File: config.mk
export PLATFORM = sky130hd
export DESIGN_NAME = buffer_to_mpf_sm
export DESIGN_NICKNAME = d
export VERILOG_FILES = /design/src/rtl/aes_sm_pkg.sv /design/src/rtl/buffer_to_mpf_wr_stage.sv /design/src/rtl/buffer_to_mpf_sm.sv
export SDC_FILE = /design/constraint.sdc
export NUM_CORES = 2
export LEC_CHECK = 0
export ABC_CLOCK_PERIOD_IN_PS = 4800
export CORE_AREA = 2 2 478 480
export DETAILED_ROUTE_END_ITERATION = 12
export DIE_AREA = 0 0 480 482
export GPL_TIMING_DRIVEN = 0
export SLEW_MARGIN = 25
export SYNTH_ARGS = -nofsm -noshare
export SYNTH_HDL_FRONTEND = slang
export SYNTH_HIERARCHICAL = 1
export SYNTH_SLANG_ARGS = --single-unit
File: constraint.sdc
create_clock -name clk -period 4.8 [get_ports clk]
set_input_delay 0.96 -clock clk [delete_from_list [all_inputs] [get_ports clk]]
set_output_delay 0.96 -clock clk [all_outputs]
set_load 0.03 [all_outputs]
File: src/rtl/aes_sm_pkg.sv
// ---------------------------------------------------------------------------
// aes_sm_pkg
//   Types shared by the AES memory state machines:
//   - state encodings for the read-side and write-side sequencers
//   - the subset of CCI-P / CCI-MPF c1 channel types these blocks use
//     (line address, write header, write response) and their helpers.
// ---------------------------------------------------------------------------
`default_nettype none

package aes_sm_pkg;

  // Register stages between FIFO pop and c1TxValid.
  localparam int WR_PIPE_DEPTH = 2;

  // Write-side sequencer.
  typedef enum logic [1:0] {
    IDLE  = 2'd0,
    RUN   = 2'd1,
    DRAIN = 2'd2
  } t_wr_sm_state;

  // Read-side sequencer.
  typedef enum logic [1:0] {
    RD_IDLE  = 2'd0,
    RD_RUN   = 2'd1,
    RD_DRAIN = 2'd2
  } t_rd_sm_state;

  // CCI basic types.
  typedef logic [41:0]  t_cci_clAddr;
  typedef logic [15:0]  t_cci_mdata;
  typedef logic [511:0] t_cci_clData;

  typedef enum logic [1:0] {
    eVC_VA  = 2'b00,
    eVC_VL0 = 2'b01,
    eVC_VH0 = 2'b10,
    eVC_VH1 = 2'b11
  } t_cci_vc;

  typedef enum logic [1:0] {
    eCL_LEN_1 = 2'b00,
    eCL_LEN_2 = 2'b01,
    eCL_LEN_4 = 2'b11
  } t_cci_clLen;

  typedef enum logic [3:0] {
    eREQ_WRLINE_I = 4'h0,
    eREQ_WRLINE_M = 4'h1,
    eREQ_WRPUSH_I = 4'h2,
    eREQ_WRFENCE  = 4'h4,
    eREQ_INTR     = 4'h6
  } t_cci_c1_req;

  typedef enum logic [3:0] {
    eRSP_WRLINE  = 4'h0,
    eRSP_WRFENCE = 4'h4,
    eRSP_INTR    = 4'h6
  } t_cci_c1_rsp;

  // MPF per-request options.
  typedef struct packed {
    logic       checkLoadStoreOrder;
    logic       mapVAtoPhysChannel;
    logic       addrIsVirtual;
    t_cci_vc    vc_sel;
    t_cci_clLen cl_len;
  } t_cci_mpf_ReqHdrParams;

  // MPF c1 write request header: MPF extension bits above the CCI-P header.
  typedef struct packed {
    logic        checkLoadStoreOrder;
    logic        mapVAtoPhysChannel;
    logic        addrIsVirtual;
    logic [5:0]  rsvd0;
    t_cci_vc     vc_sel;
    logic        sop;
    logic [1:0]  rsvd1;
    t_cci_clLen  cl_len;
    t_cci_c1_req req_type;
    logic [5:0]  rsvd2;
    t_cci_clAddr address;
    t_cci_mdata  mdata;
  } t_cci_mpf_c1_ReqMemHdr;

  localparam int CCI_MPF_C1TX_MEMHDR_WIDTH = $bits(t_cci_mpf_c1_ReqMemHdr);

  // c1 response channel fields consumed by the write sequencer.
  typedef struct packed {
    logic        rspValid;
    t_cci_c1_rsp rspType;
  } t_if_ccip_c1_Rx;

  function automatic logic cci_c1Rx_isWriteRsp(input t_if_ccip_c1_Rx rx);
    return rx.rspValid && (rx.rspType == eRSP_WRLINE);
  endfunction

  function automatic t_cci_mpf_ReqHdrParams cci_mpf_defaultReqHdrParams(
    input logic use_virtual_addr
  );
    t_cci_mpf_ReqHdrParams p;
    p.checkLoadStoreOrder = 1'b1;
    p.mapVAtoPhysChannel  = 1'b0;
    p.addrIsVirtual       = use_virtual_addr;
    p.vc_sel              = eVC_VA;
    p.cl_len              = eCL_LEN_1;
    return p;
  endfunction

  function automatic t_cci_mpf_c1_ReqMemHdr cci_mpf_c1_genReqHdr(
    input t_cci_c1_req           req_type,
    input t_cci_clAddr           address,
    input t_cci_mdata            mdata,
    input t_cci_mpf_ReqHdrParams params
  );
    t_cci_mpf_c1_ReqMemHdr h;
    h                     = '0;
    h.checkLoadStoreOrder = params.checkLoadStoreOrder;
    h.mapVAtoPhysChannel  = params.mapVAtoPhysChannel;
    h.addrIsVirtual       = params.addrIsVirtual;
    h.vc_sel              = params.vc_sel;
    h.cl_len              = params.cl_len;
    h.sop                 = 1'b1;
    h.req_type            = req_type;
    h.address             = address;
    h.mdata               = mdata;
    return h;
  endfunction

endpackage

`default_nettype wire

File: src/rtl/buffer_to_mpf_wr_stage.sv
// ---------------------------------------------------------------------------
// buffer_to_mpf_wr_stage
//   Two-stage issue pipeline: stage 1 holds the line address while the FIFO
//   delivers its data, stage 2 is the registered c1 write request.
//   Ports:
//     clk, reset      clock, synchronous active-low reset
//     issue           FIFO pop this cycle (one line issued)
//     issue_addr      VA line address of the line being issued
//     buffer_data     FIFO data, valid the cycle after issue
//     s1_valid        stage 1 occupied (line in flight toward c1Tx)
//     tx_valid        c1 write request valid
//     tx_hdr          c1 write header
//     tx_data         c1 write payload
// ---------------------------------------------------------------------------
`default_nettype none

module buffer_to_mpf_wr_stage
  import aes_sm_pkg::*;
#(
  parameter t_cci_mdata MDATA_TAG = '0
) (
  input  logic                  clk,
  input  logic                  reset,
  input  logic                  issue,
  input  t_cci_clAddr           issue_addr,
  input  t_cci_clData           buffer_data,
  output logic                  s1_valid,
  output logic                  tx_valid,
  output t_cci_mpf_c1_ReqMemHdr tx_hdr,
  output t_cci_clData           tx_data
);

  t_cci_clAddr s1_addr;

  always_ff @(posedge clk) begin
    if (!reset) begin
      s1_valid <= 1'b0;
      s1_addr  <= '0;
      tx_valid <= 1'b0;
      tx_hdr   <= '0;
      tx_data  <= '0;
    end else begin
      s1_valid <= issue;
      if (issue) begin
        s1_addr <= issue_addr;
      end

      // buffer_data is valid now because stage 1 popped last cycle.
      tx_valid <= s1_valid;
      if (s1_valid) begin
        tx_hdr  <= cci_mpf_c1_genReqHdr(eREQ_WRLINE_I, s1_addr, MDATA_TAG,
                                        cci_mpf_defaultReqHdrParams(1'b1));
        tx_data <= buffer_data;
      end
    end
  end

endmodule

`default_nettype wire

File: src/rtl/buffer_to_mpf_sm.sv
// ---------------------------------------------------------------------------
// buffer_to_mpf_sm
//   Drains data_length cache lines from the AES output FIFO and writes them
//   with MPF c1 WRLINE_I requests to consecutive VA lines from first_clAddr.
//   done rises once every issued line has been acknowledged.
//   Ports:
//     clk, reset        clock, synchronous active-low reset
//     run               start pulse (accepted in IDLE only)
//     data_length       number of lines to write
//     first_clAddr      first VA cache-line address
//     done              high while idle
//     c1TxAlmFull       MPF c1 almost-full
//     c1TxValid         write request valid
//     reqMemHdr         write request header
//     reqData           write request payload
//     c1Rx              c1 response channel
//     buffer_rd_enable  FIFO pop
//     buffer_data       FIFO data (1-cycle read latency)
//     buffer_empty      FIFO empty
// ---------------------------------------------------------------------------
`default_nettype none

module buffer_to_mpf_sm
  import aes_sm_pkg::*;
#(
  parameter int         MAX_OUTSTANDING = 64,
  parameter t_cci_mdata MDATA_TAG       = '0
) (
  input  logic                                 clk,
  input  logic                                 reset,
  input  logic                                 run,
  input  logic [63:0]                          data_length,
  input  t_cci_clAddr                          first_clAddr,
  output logic                                 done,
  input  logic                                 c1TxAlmFull,
  output logic                                 c1TxValid,
  output logic [CCI_MPF_C1TX_MEMHDR_WIDTH-1:0] reqMemHdr,
  output logic [511:0]                         reqData,
  input  t_if_ccip_c1_Rx                       c1Rx,
  output logic                                 buffer_rd_enable,
  input  logic [511:0]                         buffer_data,
  input  logic                                 buffer_empty
);

  t_wr_sm_state          state;
  t_wr_sm_state          state_next;
  logic [63:0]           issued;
  logic [63:0]           acked;
  logic                  rd_en;
  logic                  wr_rsp;
  logic                  s1_valid;
  t_cci_clAddr           issue_addr;
  t_cci_mpf_c1_ReqMemHdr hdr;

  // Outstanding count includes lines still in the issue pipeline, so the
  // limit holds even before c1TxValid is seen by MPF.
  always_comb begin
    rd_en = (state == RUN) && !buffer_empty && !c1TxAlmFull &&
            (issued < data_length) &&
            ((issued - acked) < 64'(MAX_OUTSTANDING));
  end

  assign wr_rsp           = cci_c1Rx_isWriteRsp(c1Rx) && (state != IDLE);
  assign buffer_rd_enable = rd_en;
  assign done             = (state == IDLE);
  // Address arithmetic wraps at the line-address width.
  assign issue_addr       = first_clAddr + t_cci_clAddr'(issued[$bits(t_cci_clAddr)-1:0]);
  assign reqMemHdr        = hdr;

  always_comb begin
    state_next = state;
    case (state)
      IDLE:    if (run) state_next = RUN;
      RUN:     if ((issued == data_length) && !s1_valid) state_next = DRAIN;
      DRAIN:   if (acked >= data_length) state_next = IDLE;
      default: state_next = IDLE;
    endcase
  end

  always_ff @(posedge clk) begin
    if (!reset) begin
      state  <= IDLE;
      issued <= '0;
      acked  <= '0;
    end else begin
      state <= state_next;
      if ((state == IDLE) && run) begin
        issued <= '0;
        acked  <= '0;
      end else begin
        if (rd_en)  issued <= issued + 64'd1;
        if (wr_rsp) acked  <= acked + 64'd1;
      end
    end
  end

  buffer_to_mpf_wr_stage #(
    .MDATA_TAG (MDATA_TAG)
  ) u_wr_stage (
    .clk         (clk),
    .reset       (reset),
    .issue       (rd_en),
    .issue_addr  (issue_addr),
    .buffer_data (buffer_data),
    .s1_valid    (s1_valid),
    .tx_valid    (c1TxValid),
    .tx_hdr      (hdr),
    .tx_data     (reqData)
  );

endmodule

`default_nettype wire

==> results by group <==
Die
  • Row cnt: 175
  • CORE AREA: 226000 sq um
  • Boundary pin count: 1227
  • Die area: 231000 sq um
  • Die Y: 482 um
  • Die W: 480 um
  • Initial core utilization: 17.6%

STA
  • Final Cycle Share: 122%
  • Setup violators final: 97
  • Final hold vios: 0
  • Slew margin rel.: 21.9%
  • Clk_skew: 0.0649 ns
  • RSZ-0062 raised after global routing: true
  • Slew Viols, Final: 0
  • Worst Tran Pin Value: 1.16 ns
  • Minimum clock period: 5.86 ns
  • Fmax: 171 MHz
  • Setup ws final: -1.06 ns

Yosys
  • Syn_area_per_cell: 9.37 sq um
  • Synthesized area: 39900 sq um
  • Sequential area share after synthesis: 36.6%
  • Compound-Gate Fraction of Synth Area: 9.79%
  • Synth Area in XOR/XNOR: 2.77%
  • Cells after synthesis: 4253
  • Adder-cell share of the synthesized area: 7.37%
  • Number of flops mapped to enable cells by yosys: 0
  • Synth async-reset ratio: 0%
  • Warnings from Yosys: 6
  • FF+latch count, synth: 729
  • Largest family of logic cells by synthesized area: simple AND/OR/NAND/NOR gates
  • Top FF cell, synth: dfxtp_1
  • Post-synthesis simple-gate area fraction: 21.3%
  • Yosys cell types: 97
  • Post-synthesis mux area share: 15.6%

Global routing
  • First-pass GRT wire length: 361 mm
  • Grt met1 use: 26.7%
  • Pin count of the biggest net entering global routing: 14
  • Vias in the first global route: 37000
  • Grt met2 use: 39.2%
  • GR Util All Layers: 23.4%
  • Met3 Track Usage GR: 9.44%
  • Top Usage Layer GRT: met2
  • Initial antenna violation count: 166
  • Total global routing overflow: 0

Worst setup path
  • WP data required: 3.84 ns
  • Crit Path Class: in2out
  • CP top delay family: simple AND/OR/NAND/NOR gates
  • Crit path buffers/inverters: 3
  • Worst path max stage delay: 0.60 ns
  • CP cell instances: clkdlybuf4s50_1, inv_1, ha_1, nand4_1, nor3_2, a21boi_2, or4b_4, a21oi_4, or4bb_1, or4_4, and4bb_1, and4_4, nand3_4, nor2_4, buf_8
  • Arr. time, crit path: 4.90 ns
  • Crit path max-delay cell type: or4b_4
  • Startpoint Class: input pin
  • CP max FO: 3
  • CP endpoint kind: output port

Layout
  • Final Instance Area: 62500 sq um
  • Layout Cells excl Fill: 8798
  • Share of cells above drive strength 1: 14.9%
  • Layout overhead on the synthesized area: 56.8%
  • Post-Route Utilization: 27.6%
  • Final nets: 6536

Power
  • P_leak: 22.3 nW
  • Pwr/cell area: 255 nW/um^2
  • Worst VDD drop: 0.236 mV

Clock network
  • Worst skew pair latency: 0.75 ns
  • Worst-path clk slew: 0.05 ns
  • TritonCTS Sinks: 729
  • CTS Hold Bufs: 0
  • Max Root-Sink Buffers: 3
  • H-Tree Depth: 3
  • Root Buffer: clkbuf_16
  • CTS buffer count: 93
  • CTS tree: yes

Drt
  • DR WL/cell: 32.5 um
  • Total number of vias: 38700
  • Drt drc: 0
  • First-pass DRT Iterations: 5
  • Final wirelength: 286 mm
  • ANT nets after route: 0
  • Vias per cell: 4.40
  • DRT iter0 DRCs: 2590

Flow run
  • # Max-Cap Violations: 0

Hold path
  • Worst hold path type: reg2reg

Placement
  • Post-Place Cells: 8487
  • Detailed Place HPWL: 245 mm
  • GPL Wtd Cong: 0.958
  • I/O Buffers: 1187
  • Area after DPL: 55800 sq um

Outcome
  • Status: complete, but fails checks
  • Failing checks: setup timing
[Yosys cell counts, drive strengths merged (6+ instances only)]
library cell | instances | share of area (%)
a2111oi | 12 | 0.31
a211o | 11 | 0.24
a211oi | 19 | 0.36
a21boi | 6 | 0.11
a21o | 54 | 1.0
a21oi | 200 | 2.5
a221oi | 7 | 0.15
a31o | 10 | 0.22
a31oi | 16 | 0.27
and2 | 22 | 0.35
and3 | 28 | 0.44
and4 | 25 | 0.57
buf | 152 | 3.9
clkbuf | 102 | 1.0
dfxtp | 729 | 37
ha | 233 | 7.3
inv | 167 | 1.6
mux2i | 619 | 16
nand2 | 171 | 1.6
nand2b | 34 | 0.55
nand3 | 95 | 1.2
nand3b | 7 | 0.13
nand4 | 91 | 1.4
nor2 | 206 | 1.9
nor2b | 628 | 9.9
nor3 | 83 | 1.0
nor4 | 35 | 0.55
o2111ai | 6 | 0.13
o211ai | 12 | 0.24
o21a | 45 | 0.85
o21ai | 123 | 1.5
o21bai | 14 | 0.27
o22ai | 7 | 0.14
o31ai | 18 | 0.34
or2 | 8 | 0.13
or3 | 40 | 0.64
or4 | 19 | 0.36
xnor2 | 104 | 2.3
xor2 | 22 | 0.48
[cell families (layout without fill, tap and decap cells)]
group,count (synthesis),in the layout
fa+ha+maj,234,234
flops,729,729
buf+inv,422,1881
xor+xnor,126,126
simple gates,1515,1515
other cells,1,78
mux,620,620
compound gates,606,606
[path summary, 6_finish.rpt]
check / startpoint / endpoint / slack [ns] / cells past startpoint
min: acked[58] / acked[58] / 0.51 / 2
max reg2reg: acked[24] / issued[19] / -1.01 / 28
max: data_length[7] / buffer_rd_enable / -1.06 / 15
min reg2reg: acked[58] / acked[58] / 0.51 / 2
[layer usage]
metal / routed length [um] / vias up
met3: 28900 / 534
met4: 14000 / 58
met5: 344 / -
li1: - / 17800
met2: 132000 / 1636
met1: 110000 / 18700
[placed cells by master, fill, tap and decap left out, types with 18 or more instances in the layout]
master	count
nand2_1	159
buf_2	20
clkbuf_1	76
clkdlybuf4s50_1	1182
or3_1	26
clkbuf_16	96
nor2b_1	628
ha_4	39
nand3_1	92
buf_6	37
conb_1	39
dfxtp_1	647
dfxtp_4	32
o21a_1	39
nor2_1	194
nor4_1	22
nand4_1	91
and4_1	18
and3_1	26
nor3_1	69
diode_2	39
xnor2_1	103
dfxtp_2	50
o21ai_0	87
nand2b_1	32
a21o_1	52
clkbuf_8	23
a21oi_2	42
inv_2	21
inv_1	145
mux2i_1	616
xor2_1	22
a21oi_1	144
buf_8	59
o21ai_1	20
ha_1	187
buf_4	136
[tightest hold or removal path: cells and delay by family, from the launching register on]
kind	cells	cell delay, ns
DFF	1	0.32
AOI/OAI and AO/OA	2	0.14
[report_power, final]
group	switching, mW	total (mW)	internal [mW]
logic	0.945	1.84	0.897
registers	0.0522	6.16	6.10
clock network	3.19	7.95	4.75
total	4.19	15.9	11.8
[what timing repair did]
action / in CTS / in global routing
buffers inserted: 24 / 84
endpoints found under the setup margin: 125 / 116
resized for setup: 273 / 380
pin swaps: 48 / 96
hold endpoints to repair: 0 / 0
gates cloned: 1 / 3
[sequential cells by signal, summed over array words and instances (netlist names)]
| name | count |
|---|---|
| u_wr_stage/s1_valid | 1 |
| issued | 64 |
| acked | 64 |
| u_wr_stage/tx_valid | 1 |
| state | 2 |
| u_wr_stage/tx_hdr | 43 |
| u_wr_stage/tx_data | 512 |
| u_wr_stage/s1_addr | 42 |
[cell type report]
cell class,instances,area (sq um)
repair buffers,1298,12900
flip-flops and latches,729,14800
fillers,23900,164000
multi-input cells,3140,24700
inverters,167,629
well taps,3009,3760
diodes,39,97.6
plain buffers,245,2210
clock buffers,122,2640
clock inverters,49,764
[per-stage QoR]
step	hold WS (ns)	total power, mW	worst slack, ns	setup TNS, ns
floorplan	0.475	6.99	0.0000711	0
global placement	0.493	8.10	-2.66	-233.98
detailed placement	0.500	8.10	-2.65	-219.01
CTS	0.507	16.1	-1.27	-34.49
global route	0.534	16.4	-1.20	-52.28
finish	0.512	15.9	-1.06	-39.46
(Power assumes the default switching activity.)
